### config.mk
export PLATFORM = sky130hd
export DESIGN_NAME = usb_ep_rr_arbiter
export DESIGN_NICKNAME = d
export VERILOG_FILES = /design/src/rtl/usb_ep_rr_arbiter.sv
export SDC_FILE = /design/constraint.sdc
export NUM_CORES = 1
export LEC_CHECK = 0
export ABC_CLOCK_PERIOD_IN_PS = 2700
export BUFFER_PORTS_ARGS = -buffer_cell sky130_fd_sc_hd__buf_2
export CAP_MARGIN = 30
export CORE_UTILIZATION = 35
export CTS_CLUSTER_SIZE = 28
export DETAILED_ROUTE_END_ITERATION = 8
export SLEW_MARGIN = 30
export SYNTH_ARGS = -nofsm -noshare
export SYNTH_HDL_FRONTEND = slang
export SYNTH_SLANG_ARGS = --single-unit
### constraint.sdc
create_clock -name clk -period 2.7 [get_ports clk]
set_input_delay 0.405 -clock clk [delete_from_list [all_inputs] [get_ports clk]]
set_output_delay 0.405 -clock clk [all_outputs]
set_load 0.01 [all_outputs]
### src/rtl/usb_ep_rr_arbiter.sv
// usb_ep_rr_arbiter: round-robin arbiter that multiplexes per-endpoint byte streams
// onto a single shared packet buffer, with hold timeout and forced revocation.
module usb_ep_rr_arbiter #(
    parameter int NUM_EPS = 4,
    parameter int TIMEOUT = 3000
) (
    input  logic                 clk,
    input  logic                 reset,
    input  logic [NUM_EPS-1:0]   ep_req,
    output logic [NUM_EPS-1:0]   ep_grant,
    input  logic [NUM_EPS-1:0]   ep_put,
    input  logic [8*NUM_EPS-1:0] ep_data,
    input  logic [NUM_EPS-1:0]   ep_done,
    output logic [NUM_EPS-1:0]   ep_free,
    output logic                 buf_put,
    output logic [7:0]           buf_data,
    output logic                 buf_done,
    input  logic                 buf_full,
    output logic [2:0]           active_ep,
    output logic                 busy,
    output logic                 timeout_err
);
    typedef enum logic [1:0] {IDLE, GRANT, RELEASE} state_t;

    state_t             state;
    logic [2:0]         ptr, win, ptr_nxt;
    logic [3:0]         idx;
    logic [11:0]        hold, hold_inc;
    logic [7:0]         req_p, put_p, done_p;
    logic [63:0]        data_p;
    logic [NUM_EPS-1:0] grant_nxt;
    logic               any, in_grant, req_w, done_w, fin, tmo;

    // Widen the endpoint vectors to 8 lanes so a 3-bit index is always in range.
    assign req_p  = 8'(ep_req);
    assign put_p  = 8'(ep_put);
    assign done_p = 8'(ep_done);
    assign data_p = 64'(ep_data);

    assign in_grant = state == GRANT;
    assign busy     = state != IDLE;
    assign req_w    = req_p[active_ep];
    assign done_w   = done_p[active_ep];
    assign fin      = done_w || !req_w;
    assign hold_inc = &hold ? hold : hold + 12'd1;
    assign tmo      = (TIMEOUT != 0) && (hold_inc == 12'(TIMEOUT));
    assign ptr_nxt  = (active_ep == 3'(NUM_EPS - 1)) ? 3'd0 : active_ep + 3'd1;

    assign buf_put  = in_grant && put_p[active_ep] && !buf_full;
    assign buf_done = in_grant && done_w;
    assign buf_data = in_grant ? data_p[{active_ep, 3'b000} +: 8] : 8'h00;

    // Scan from the highest offset down so the requester nearest ptr wins last.
    always_comb begin
        idx = '0;
        win = '0;
        any = 1'b0;
        for (int i = NUM_EPS - 1; i >= 0; i--) begin
            idx = 4'(ptr) + 4'(i);
            if (idx >= 4'(NUM_EPS)) idx = idx - 4'(NUM_EPS);
            if (req_p[idx[2:0]]) begin
                win = idx[2:0];
                any = 1'b1;
            end
        end
    end

    always_comb begin
        grant_nxt = '0;
        ep_free   = '0;
        for (int i = 0; i < NUM_EPS; i++) begin
            grant_nxt[i] = win == 3'(i);
            ep_free[i]   = in_grant && !buf_full && (active_ep == 3'(i));
        end
    end

    always_ff @(posedge clk or posedge reset) begin
        if (reset) begin
            state       <= IDLE;
            ptr         <= '0;
            hold        <= '0;
            ep_grant    <= '0;
            active_ep   <= '0;
            timeout_err <= 1'b0;
        end else begin
            timeout_err <= 1'b0;
            case (state)
                IDLE: if (any) begin
                    state     <= GRANT;
                    ep_grant  <= grant_nxt;
                    active_ep <= win;
                    hold      <= '0;
                end
                GRANT: begin
                    hold <= hold_inc;
                    // A done or dropped request in the timeout cycle is a normal exit.
                    if (fin || tmo) begin
                        state       <= RELEASE;
                        ep_grant    <= '0;
                        active_ep   <= '0;
                        ptr         <= ptr_nxt;
                        timeout_err <= !fin;
                    end
                end
                default: state <= IDLE;
            endcase
        end
    end
endmodule

======== Word level (Yosys, flattened, before mapping) ========
Cells that the tools add are included.
cells by class
  equality and inequality tests ........... 10
  bitwise logic cells ..................... 0
  reductions and logical operators ........ 23
  $add $sub $neg .......................... 9
  multipliers ............................. 0
  muxes and demuxes ....................... 42
  order comparisons ....................... 9
  shift-type cells ........................ 1
  divide/modulo/power cells ............... 0
operators with widths
  cell                     count
  $shiftx A64 B7 Y8        1
  $mux W3                  11
  $mux W12                 2
  $pmux W12 S2             1
  $bmux W1 S3              7
  $lt A3 B4 Y1 const B     5
  $mux W1                  13
  $add A12 B1 Y12 const B  1
  $eq A12 B12 Y1 const B   1
  $eq A3 B2 Y1 const B     4
  $ge A4 B3 Y1 const B     3
  $reduce_and A12 Y1       1
  $sub A3 B3 Y3 const B    4
  $add A3 B2 Y4 const B    2
  $logic_and A1 B1 Y1      8
  $mux W4                  2
  $mux W8                  1
  $pmux W4 S2              1
  $eq A3 B1 Y1 const B     2
  $logic_not A3 Y1         2
  $pmux W3 S2              1
  $reduce_and A2 Y1        3
  $add A3 B1 Y4 const B    1
  $mux W2                  2
  other kinds (11)         15
word-level totals
  bits in registers ....................... 25
  memory bits (read-only) ................. 0
  bits of input ports ..................... 47
  memories kept ........................... 0
  word-level logic and storage cells ...... 100
  bits in writable memories ............... 0
  latch bits .............................. 0
  output and inout port bits .............. 23

======== Depth between registers and ports, before layout ========
  word-level depth ........................ 12
  gate-level depth with buffers ........... 11
  gate-level depth less buffers ........... 8

======== Worst setup path before layout ========
No wires, ideal clock.
  path kind ............................... reg2reg
  start point ............................. register ptr[0]
  end point ............................... register state[0]
  buffers on the path ..................... 4
  data required time ...................... 2.580 ns
  stages on the path, launching flop included .. 11
  arrival ................................. 2.527 ns
  setup time .............................. 0.120 ns
  clock period less this slack ............ 2.647 ns
  slack ................................... 0.053 ns
  cells stage by stage .................... dfrtp_1 > buf_4 > clkbuf_1 > inv_1 > ha_1 > clkbuf_8 > mux2_2 > and3_2 > o41a_1 > buf_2 > a31o_1
between the ends
  cells in the longest elaborated chain, start to end .. 11
  elaborated cells between the ends (all ways) .. 29
  those cells by class .................... 7 x add/sub; 4 x order compare; 1 x eq/ne; 16 x mux; 1 x reduce/logical
ends and longest elaborated chain
  item                                           line  source
  start, declared                                26    logic [2:0] ptr, win, ptr_nxt;
  start signal, assigned                         101   ptr <= ptr_nxt;
  $add A3 B2 Y4                                  59    idx = 4'(ptr) + 4'(i);
  $ge A4 B3 Y1 or $sub A3 B3 Y3 (tied branches)  60    if (idx >= 4'(NUM_EPS)) idx = idx - 4'(NUM_EPS);
  $mux W3                                        60
  $bmux W1 S3                                    61    if (req_p[idx[2:0]]) begin
  $mux W1 (implied by the code)                  61
  $mux W1 (3 in a row)                           61
  $mux W1 *                                      61
  $ne A2 B2 Y1 (no line) *                       -
  $reduce_and A2 Y1 (no line) *                  -
  end signal, assigned                           79    state <= IDLE;
  end signal, assigned                           89    state <= GRANT;
  end signal, assigned                           98    state <= RELEASE;
  end, declared                                  25    state_t state;
Every way passes the cells marked *; elsewhere a longest branch is shown, timed or not. The select of a mux whose other input is x is not followed.
A chain may end at the register's enable or synchronous reset.

======== Final worst setup path ========
  start point ............................. register hold[0]
  end point ............................... register ptr[0]
between the ends
  cells in the longest elaborated chain, start to end .. 5
  elaborated cells between the ends (all ways) .. 6
  those cells by class .................... 1 x add/sub; 1 x eq/ne; 1 x mux; 3 x reduce/logical
ends and longest elaborated chain
  item                                                   line  source
  start, declared                                        28    logic [11:0] hold, hold_inc;
  start signal, assigned                                 95    hold <= hold_inc;
  $add A12 B1 Y12 or $reduce_and A12 Y1 (tied branches)  45    assign hold_inc = &hold ? hold : hold + 12'd1;
  $mux W12 *                                             45
  $eq A12 B12 Y1 *                                       46    assign tmo = (TIMEOUT != 0) && (hold_inc == 12'(TIMEOUT));
  $logic_or A1 B1 Y1 *                                   97    if (fin || tmo) begin
  $reduce_and A2 Y1 (no line) *                          -
Every way passes the cells marked *; elsewhere a longest branch is shown, timed or not.

==> out/qor.yml <==
synth_top_area_cell: "dfrtp_1"
nFillCells: 628
drc: 0
cpPeakStageDelay_ps: 460
ir_drop_mv: 0.450
io_buffers: 69
maxCapViolCount: 0
clock-sinks: 25
finalCriticalPeriod_ps: 2540
fmax_mhz: 394
status: "finished, final reports clean"
synth_area_um2: 2230
cts.clk_slew.worst_paths_ps: 80
area_growth_pct: 20.1
period_share: 0.939
rsz0062_at_grt: "no"
wl_mm: 5.75
slowest_stage: "dfrtp_1"
synth_cells: 235
die_w_um: 81.8
io_pins: 70
root_buffer: "clkbuf_8"
skew_ps: 1.30
crit_required_ps: 2850
power.density_nw_per_um2: 852
drt_iter0_markers: 132
setup_slack_ps: 165
clockBufferDepth: 2
vias: 2107
synth_edf_count: 0
p_leak_nw: 1.24
hold_violations: 0
placed_cell_area_um2: 2620
yosys.area.top_type_share: 0.281
p_int_mw: 1.29
crit_chain: "ha_1 -> and3_1 -> nand3_1 -> mux2i_2 -> nand4_1 -> a21oi_2 -> mux2_4"
synthFlopType: "dfrtp_1"
worst-setup-path-type: "reg -> reg"
ant_nets: 0
worst_pin_slew_ps: 754
place.gp.congestion: 0.870
crit_fanout: 7
yosysSeqAreaShare: 0.281
insertion_delay_ps: 260
diodes: 0
total_power_mw: 2.28
p_seq_frac: 0.254
multi_input_area_um2: 1440
final_common_cell: "buf_2"
setup_viol: 0
drv_slew: 0
syn-num-nets: 289
die_area_um2: 6690
critPathCaptureType: "flip-flop"
ys_types: 62
synth_area_per_cell_um2: 9.48
grt_max_degree: 26
via_per_inst: 5.60
p_sw_mw: 0.988
grt_pass1_vias: 2004
final_cell_mix: "buf_2, dfrtp_1, nor2_1"
die_h_um: 81.8
hpwl_mm: 4.58
ys_ff_latch: 25
async_reset_ff_frac: 1.00
comb_power_share: 0.650
grt_overflow_total: 0
yosys-top-cells-area: "dfrtp_1, mux4_2, ha_1, nor2_1, nand3_1"
min_path_type: "in -> async"
switching_share: 0.433
start_util: 0.370
max_slew_margin: 0.497
cts_buffers: 3
wl_per_cell_um: 15.3
yosys_warnings: 0
rows: 28
stdcell_area_um2: 2680
place_ws_ps: 156
critPathArrivalTime_ps: 2690
core_area_um2: 6030
start_kind: "flip-flop"
antenna_found_initial: 0
grt_first_pass_wirelength_mm: 9.47
drt-pass1-iter-count: 4
cts_tree: "built"
clockPowerShare: 0.095
htree_levels: 1
tns_ps: 0
seqCellArea_um2: 626
drive_gt1_frac: 0.392
cts_hold_buf: 0
track_usage: 0.183
final_nets: 356
[cell type report]
class	count	share of cell area
clock buffers	4	0.0168
repair buffers	80	0.160
inverters	11	0.0154
multi-input cells	181	0.539
well taps	75	0.0351
flip-flops and latches	25	0.234
[registers in the layout, summed over array words and instances (netlist names)]
name,cells
ptr,3
timeout_err,1
hold,12
active_ep,3
ep_grant,4
state,2
[kinds of logic (layout without fill, tap and decap cells)]
kind of cell / count (synthesis) / in the layout / share of synthesized area
and+or+nand+nor: 93 / 93 / 0.228
AOI/OAI and AO/OA: 54 / 54 / 0.190
buffers and inverters: 29 / 95 / 0.0747
DFF: 25 / 25 / 0.281
muxes: 23 / 23 / 0.172
adders and majority gates: 7 / 7 / 0.0393
xor gates and xnor gates: 4 / 4 / 0.0157
[power groups by stage]
stage                     Combinational (mW)  Sequential, mW  Clock, mW
after floorplan                         1.16           0.537          0
after global placement                  1.46           0.591          0
after detailed placement                1.47           0.591          0
after CTS                               1.48           0.584      0.224
after global routing                    1.62           0.603      0.245
final                                   1.48           0.580      0.217
[worst paths after layout]
| kind | start | end | slack, ps | cells past startpoint |
|---|---|---|---|---|
| worst max-delay path | hold[0] | ptr[0] | 160 | 7 |
| worst min-delay path | reset | ep_grant[1] | 180 | 2 |
| worst max register to register | hold[0] | ptr[0] | 160 | 7 |
| worst min register to register | ep_grant[0] | ep_grant[0] | 500 | 1 |
| max in group asynchronous | reset | hold[3] | 2170 | 2 |
| min in group clk | ep_grant[0] | ep_grant[0] | 500 | 1 |
[metrics by stage]
step / hold slack (ps) / util / std cells
floorplan: 432 / - / 235
global placement: 480 / 0.435 / 372
detailed placement: 483 / 0.435 / 372
CTS: 192 / 0.443 / 376
global route: 206 / 0.444 / 376
finish: 176 / 0.444 / 376
[routing by layer]
layer / GRT usage / share of wire
met3: 0.0200 / 0.038
met5: 0 / 0
met1: 0.237 / 0.45
met2: 0.324 / 0.50
met4: 0.0456 / 0.012
[what timing repair did]
| item | CTS | global route |
|---|---|---|
| resized for setup | 0 | 2 |
| endpoints found under the setup margin | 0 | 2 |
| hold endpoints to repair | 0 | 0 |
| buffers inserted | 0 | 0 |
[cell usage after synthesis (3+ instances only)]
library cell	count
a22o_1	4
and3_1	11
mux4_2	11
clkbuf_8	4
mux2_2	4
nand2_1	11
nand3_1	14
nor3_1	6
and2_1	6
a21oi_1	7
inv_1	11
nand2b_1	3
dfrtp_1	25
nand4_1	5
nor2_1	20
o21ai_0	9
a31oi_1	3
mux2i_1	6
nor3b_1	3
clkbuf_1	7
ha_1	7
buf_4	4
[worst max-delay path: cells and delay by family (launching register included)]
kind	cells	cell delay, ps
AO/OA/AOI/OAI	1	320
adder cells (fa/ha/maj)	1	300
flip-flops	1	460
multiplexers	2	660
AND/OR/NAND/NOR	3	680
Power figures use the tool's default switching activity.
